==> src/rtl/vid_stream_monitor_if.sv <==
// vid_stream_monitor_if: snooped AXI4-Stream video handshake (tuser=SOF, tlast=EOL)
interface vid_stream_monitor_if;
    logic tvalid;
    logic tready;
    logic tlast;
    logic tuser;
    modport master (output tvalid, output tlast, output tuser, input tready);
    modport slave (input tvalid, input tready, input tlast, input tuser);
endinterface

==> src/rtl/vid_stream_monitor.sv <==
// vid_stream_monitor: passive AXI4-Stream video frame/line/pixel monitor with framing error flags.
// Define VID_MON_ERR_CNT_EN to implement the per-error counters; otherwise err_cnt reads 0.
module vid_stream_monitor #(
    parameter int MAX_HSIZE = 1920,
    parameter int MAX_VSIZE = 1080,
    parameter int PPC = 1,
    parameter int FRAME_CNT_W = 32,
    parameter int ERR_CNT_W = 16,
    localparam int HW = $clog2(MAX_HSIZE) + 1,
    localparam int VW = $clog2(MAX_VSIZE) + 1
) (
    input  logic                   aclk,
    input  logic                   areset,
    vid_stream_monitor_if.slave    s_axis,
    input  logic [HW-1:0]          exp_hsize,
    input  logic [VW-1:0]          exp_vsize,
    input  logic                   clr_err,
    output logic [FRAME_CNT_W-1:0] frame_cnt,
    output logic [VW-1:0]          line_cnt,
    output logic [HW-1:0]          pixel_cnt,
    output logic [HW-1:0]          last_hsize,
    output logic [VW-1:0]          last_vsize,
    output logic                   geom_valid,
    output logic [3:0]             err_flags,
    output logic [4*ERR_CNT_W-1:0] err_cnt
);
    typedef enum logic {WAIT_SOF, ACTIVE} state_t;
    state_t state_q, state_d;
    logic active, beat, sof, run, eol;
    logic [HW:0] np_raw;
    logic [HW-1:0] np;
    logic [VW:0] nl_raw;
    logic [VW-1:0] nl;
    logic eol_late_done, sof_late_done;
    logic [3:0] ev;

    always_ff @(posedge aclk or posedge areset) begin
        if (areset) state_q <= WAIT_SOF;
        else state_q <= state_d;
    end

    always_comb begin
        state_d = sof ? ACTIVE : state_q;
    end

    always_comb begin
        active = state_q == ACTIVE;
    end

    assign beat = s_axis.tvalid & s_axis.tready;
    assign sof = beat & s_axis.tuser;
    assign run = beat & (active | s_axis.tuser);
    assign eol = run & s_axis.tlast;
    // an SOF beat restarts both the line and the frame before adding itself
    assign np_raw = (sof ? '0 : {1'b0, pixel_cnt}) + (HW+1)'(PPC);
    assign np = np_raw[HW] ? '1 : np_raw[HW-1:0];
    assign nl_raw = (sof ? '0 : {1'b0, line_cnt}) + (VW+1)'(1);
    assign nl = nl_raw[VW] ? '1 : nl_raw[VW-1:0];

    assign ev[0] = eol & (exp_hsize != '0) & (np < exp_hsize);
    assign ev[1] = run & ~s_axis.tlast & (exp_hsize != '0) & (np > exp_hsize) & (sof | ~eol_late_done);
    assign ev[2] = sof & active & (exp_vsize != '0) & (line_cnt < exp_vsize);
    assign ev[3] = eol & (exp_vsize != '0) & (nl > exp_vsize) & (sof | ~sof_late_done);

    always_ff @(posedge aclk or posedge areset) begin
        if (areset) begin
            frame_cnt <= '0;
            line_cnt <= '0;
            pixel_cnt <= '0;
            last_hsize <= '0;
            last_vsize <= '0;
            geom_valid <= 1'b0;
            eol_late_done <= 1'b0;
            sof_late_done <= 1'b0;
        end else if (run) begin
            frame_cnt <= sof ? frame_cnt + FRAME_CNT_W'(1) : frame_cnt;
            line_cnt <= s_axis.tlast ? nl : (sof ? '0 : line_cnt);
            pixel_cnt <= s_axis.tlast ? '0 : np;
            last_hsize <= s_axis.tlast ? np : last_hsize;
            last_vsize <= (sof & active) ? line_cnt : last_vsize;
            geom_valid <= geom_valid | (sof & active);
            eol_late_done <= ~s_axis.tlast & (ev[1] | (~sof & eol_late_done));
            sof_late_done <= ev[3] | (~sof & sof_late_done);
        end
    end

    always_ff @(posedge aclk or posedge areset) begin
        if (areset) err_flags <= '0;
        else err_flags <= clr_err ? ev : err_flags | ev;
    end

`ifdef VID_MON_ERR_CNT_EN
    logic [ERR_CNT_W-1:0] cnt_q [4];

    always_ff @(posedge aclk or posedge areset) begin
        if (areset) begin
            for (int i = 0; i < 4; i++) cnt_q[i] <= '0;
        end else begin
            for (int i = 0; i < 4; i++)
                cnt_q[i] <= clr_err ? ERR_CNT_W'(ev[i]) :
                            (ev[i] & ~&cnt_q[i]) ? cnt_q[i] + ERR_CNT_W'(1) : cnt_q[i];
        end
    end

    for (genvar g = 0; g < 4; g++) begin : g_cnt
        assign err_cnt[g*ERR_CNT_W +: ERR_CNT_W] = cnt_q[g];
    end
`else
    assign err_cnt = '0;
`endif
endmodule

==> src/flat_wrapper.sv <==
// flat-port wrapper written by rule: the top's interface ports become plain ports
module vid_stream_monitor_flat 
#(
    parameter int MAX_HSIZE = 1920,
    parameter int MAX_VSIZE = 1080,
    parameter int PPC = 1,
    parameter int FRAME_CNT_W = 32,
    parameter int ERR_CNT_W = 16,
    localparam int HW = $clog2(MAX_HSIZE) + 1,
    localparam int VW = $clog2(MAX_VSIZE) + 1
)
  (aclk, areset, exp_hsize, exp_vsize, clr_err, frame_cnt, line_cnt, pixel_cnt, last_hsize, last_vsize, geom_valid, err_flags, err_cnt, s_axis_tvalid, s_axis_tready, s_axis_tlast, s_axis_tuser);
  vid_stream_monitor_if s_axis_i ();
  input  logic aclk;
  input  logic areset;
  input  logic [HW-1:0] exp_hsize;
  input  logic [VW-1:0] exp_vsize;
  input  logic clr_err;
  output logic [FRAME_CNT_W-1:0] frame_cnt;
  output logic [VW-1:0] line_cnt;
  output logic [HW-1:0] pixel_cnt;
  output logic [HW-1:0] last_hsize;
  output logic [VW-1:0] last_vsize;
  output logic geom_valid;
  output logic [3:0] err_flags;
  output logic [4*ERR_CNT_W-1:0] err_cnt;
  input wire logic [$bits(s_axis_i.tvalid)-1:0] s_axis_tvalid;
  input wire logic [$bits(s_axis_i.tready)-1:0] s_axis_tready;
  input wire logic [$bits(s_axis_i.tlast)-1:0] s_axis_tlast;
  input wire logic [$bits(s_axis_i.tuser)-1:0] s_axis_tuser;
  assign s_axis_i.tvalid = s_axis_tvalid;
  assign s_axis_i.tready = s_axis_tready;
  assign s_axis_i.tlast = s_axis_tlast;
  assign s_axis_i.tuser = s_axis_tuser;
  vid_stream_monitor #(.MAX_HSIZE(MAX_HSIZE), .MAX_VSIZE(MAX_VSIZE), .PPC(PPC), .FRAME_CNT_W(FRAME_CNT_W), .ERR_CNT_W(ERR_CNT_W)) u_core (.aclk(aclk), .areset(areset), .s_axis(s_axis_i), .exp_hsize(exp_hsize), .exp_vsize(exp_vsize), .clr_err(clr_err), .frame_cnt(frame_cnt), .line_cnt(line_cnt), .pixel_cnt(pixel_cnt), .last_hsize(last_hsize), .last_vsize(last_vsize), .geom_valid(geom_valid), .err_flags(err_flags), .err_cnt(err_cnt));
endmodule
==> config.mk <==
export PLATFORM = sky130hd
export DESIGN_NAME = vid_stream_monitor_flat
export DESIGN_NICKNAME = d
export VERILOG_FILES = /design/src/rtl/vid_stream_monitor_if.sv /design/src/rtl/vid_stream_monitor.sv /design/src/flat_wrapper.sv
export SDC_FILE = /design/constraint.sdc
export NUM_CORES = 1
export LEC_CHECK = 0
export CAP_MARGIN = 25
export CORE_ASPECT_RATIO = 0.5
export CORE_MARGIN = 8
export CORE_UTILIZATION = 51
export CTS_BUF_LIST = sky130_fd_sc_hd__clkbuf_16
export DETAILED_ROUTE_END_ITERATION = 10
export GPL_ROUTABILITY_DRIVEN = 0
export PLACE_DENSITY = 0.82
export SLEW_MARGIN = 5
export SYNTH_ARGS = -nofsm -noshare
export SYNTH_HDL_FRONTEND = slang
export SYNTH_SLANG_ARGS = --single-unit
==> constraint.sdc <==
create_clock -name aclk -period 8 [get_ports aclk]
set_input_delay 2.4 -clock aclk [delete_from_list [all_inputs] [get_ports aclk]]
set_output_delay 2.4 -clock aclk [all_outputs]
set_load 0.005 [all_outputs]
==> impl_results.md <==
- Status: finished clean
- Core ar.: 11,100 um2
- Setup bufs post-CTS: 0
- Synthesized cell area: 5830 um2
- Post-route ant nets: 0
- Final core utilization: 64.3%
- Initial antenna violation count: 0
- Max Root-Sink Buffers: 2
- TritonCTS clock tree: built
- Setup violations, final: 0
- Critical Path Start: s_axis_tuser
- Max frequency: 0.172 GHz
- Period utilisation layout: 72.5%
- Final Hold Fails: 0
- Starting density of the core: 52.6%
- Final nets: 797
- Worst EP arrival: 6.00 ns
- Post-CTS Hold Buffers: 0
- Slew @ Worst Pin: 0.839 ns
- Die Area: 15,300 um2
- Placed cells: 862
- Worst Path Required: 8.20 ns
- Clock transition at path regs: 0.07 ns
- H-tree depth reported by CTS: 3
- Max-slew violations: 0
- Filler Cell Count: 893
- RR Startpoint: u_core.pixel_cnt[0]
- DR WL met3: 1330 um
- GR Util All Layers: 19.6%
- RSZ-0062 raised after global routing: no
- Average size of a mapped cell: 9.43 um2
- Worst clock skew: 0.00826 ns
- Critical Path Start Type: primary input
- Synthesized netlist cell count: 618
- Ys flop type: dfrtp_1
- CP endpoint: u_core.err_flags[0]
- First-pass GRT wire length: 25,000 um
- Via density: 5.65
- DR pass1 iterations: 5
- Critical path peak fanout: 32
- Distinct cells, synth: 68
- Worst r2r dst: u_core.err_flags[0]
- Dpl hpwl: 11,800 um
- Post-CTS sizing: 0
- Tmin final: 5.80 ns
- Register bit total from synthesis: 88
- Commonest non-fill, non-tap cell in the layout: clkdlybuf4s50_1
- Seq/Total Area, Yosys: 37.8%
- Number of global-route vias before repair: 4,967
- Met2 WL: 6920 um
- Layout cells sized above 1: 8.05%
- PnR Total Power: 1.13 mW
- Highest metal used: met4
- Min-delay worst type: flip-flop to flip-flop
- Metal-1 WL: 6820 um
- Type of the worst setup path: primary input to flip-flop
- Die height: 91.6 um
- Asr flop ratio synth: 100%
- Total number of vias: 4,960
- Final wirelength: 15,300 um
- Post-synth EDFFs: 0
- Drc violations: 0
- IO buf count: 115
- Chip width: 167 um
- Max_slew headroom: 43.8%
- Setup TNS: 0 ns
- Most frequent cells in the layout: 115 x clkdlybuf4s50_1, 88 x dfrtp_1, 66 x nand2_1, 64 x conb_1
- Synth warnings: 0
- Leak Pwr: 3.39 nW
- Pin count of the biggest net entering global routing: 61
- Post-Layout Cell Count: 878
- Std-Cell Rows: 27
- Worst reg-to-reg path cell count: 13
- CTS sink count: 88
- Critical path endpoint category: flip-flop
- Synthesis-to-finish area growth: 22.3%
- Peak supply drop: 0.0000861 V
- GR Overflow Total: 0
- R2r setup slk: 4.73 ns
- Power per Cell Area: 159 nW/um2
- 1st-iter DRT viols: 447
- CTS root buf: clkbuf_16
- DR WL/cell: 17.5 um
- Maxcap violations: 0
- CTS buffer count: 9
- Antenna cells: 0
- Ports: 180
- Worst-Skew Late Latency: 0.34 ns
-- power by group --
group	leakage [nW]	internal (mW)	switching, mW
Combinational	2.06	0.109	0.101
Clock	0.139	0.242	0.177
Sequential	1.19	0.472	0.0348
-- worst max-delay path, stage by stage --
cell	delay, ns
clkdlybuf4s50_1	0.51
nand3_2	0.10
buf_4	0.36
and2_1	0.20
ha_1	0.25
and4_1	0.35
and3_1	0.24
nand3b_1	0.10
o21ai_0	0.16
nor2_1	0.12
ha_1	0.34
nand4_1	0.14
nor3_1	0.30
o21ai_0	0.13
o211ai_1	0.16
o32ai_1	0.13
-- state kept, by name, indices dropped and copies added (netlist names) --
signal                count
u_core.err_flags          4
u_core.pixel_cnt         12
u_core.sof_late_done      1
u_core.active             1
u_core.eol_late_done      1
u_core.last_hsize        12
u_core.last_vsize        12
u_core.frame_cnt         32
u_core.line_cnt          12
u_core.geom_valid         1
-- synth_stat cells, drive strengths merged (4+ instances only) --
cell	count	area (um2)
nand4	18	140
and3	15	100
xnor2	22	193
clkbuf	8	31.3
nor4	8	65.1
inv	30	113
dfrtp	88	2200
xor2	19	166
ha	38	475
buf	74	558
a21oi	25	125
nand2	67	254
and4	9	78.8
mux2	18	206
and2	10	63.8
a22o	8	70.1
nor3	9	50.1
nor2	26	97.6
a21o	6	46.3
nand3	26	140
nand2b	7	43.8
o21ai	40	200
o31ai	4	30.0
-- how the worst min path moves through the flow --
stage	startpoint	to	slack, ns	cells after the start
after floorplan	u_core.geom_valid	u_core.geom_valid	0.46	1
after global placement	u_core.frame_cnt[31]	u_core.frame_cnt[31]	0.46	1
after detailed placement	u_core.frame_cnt[31]	u_core.frame_cnt[31]	0.46	1
after CTS	u_core.frame_cnt[31]	u_core.frame_cnt[31]	0.47	1
after global routing	u_core.frame_cnt[31]	u_core.frame_cnt[31]	0.49	1
final	u_core.frame_cnt[31]	u_core.frame_cnt[31]	0.47	1
-- layout make-up --
cell class | count | area (um2) | area share [%]
clock buffer | 9 | 225 | 3.16
multi-input combinational | 481 | 3160 | 44.3
tap | 145 | 181 | 2.54
inverter | 30 | 114 | 1.60
timing repair buffer | 118 | 1170 | 16.5
clock inverter | 7 | 71.3 | 1.00
sequential | 88 | 2200 | 30.9
-- through the flow --
step           worst slack [ns]  hold slack [ns]  cell area (um2)
3_3_place_gp               2.02            0.457             6830
3_5_place_dp               1.91            0.460             6830
4_1_cts                    2.27            0.473             7130
2_1_floorplan              2.74            0.459             6070
6_report                   2.20            0.468             7130
5_1_grt                    1.81            0.490             7130
-- cells by family after synthesis --
| group | synth area share [%] |
|---|---|
| flip-flops | 37.8 |
| multiplexers | 3.88 |
| XOR/XNOR | 6.16 |
| AND/OR/NAND/NOR | 19.5 |
| adder cells (fa/ha/maj) | 8.16 |
| AO/OA/AOI/OAI | 12.4 |
| other | 0.0643 |
| buffers and inverters | 12.0 |
-- routing by layer --
layer	vias up	GRT usage, %
met5	-	0
met4	0	6.49
met3	35	4.97
met2	256	32.6
met1	2391	24.8
li1	2278	-
No activity file was read; power rests on OpenSTA's default activity.
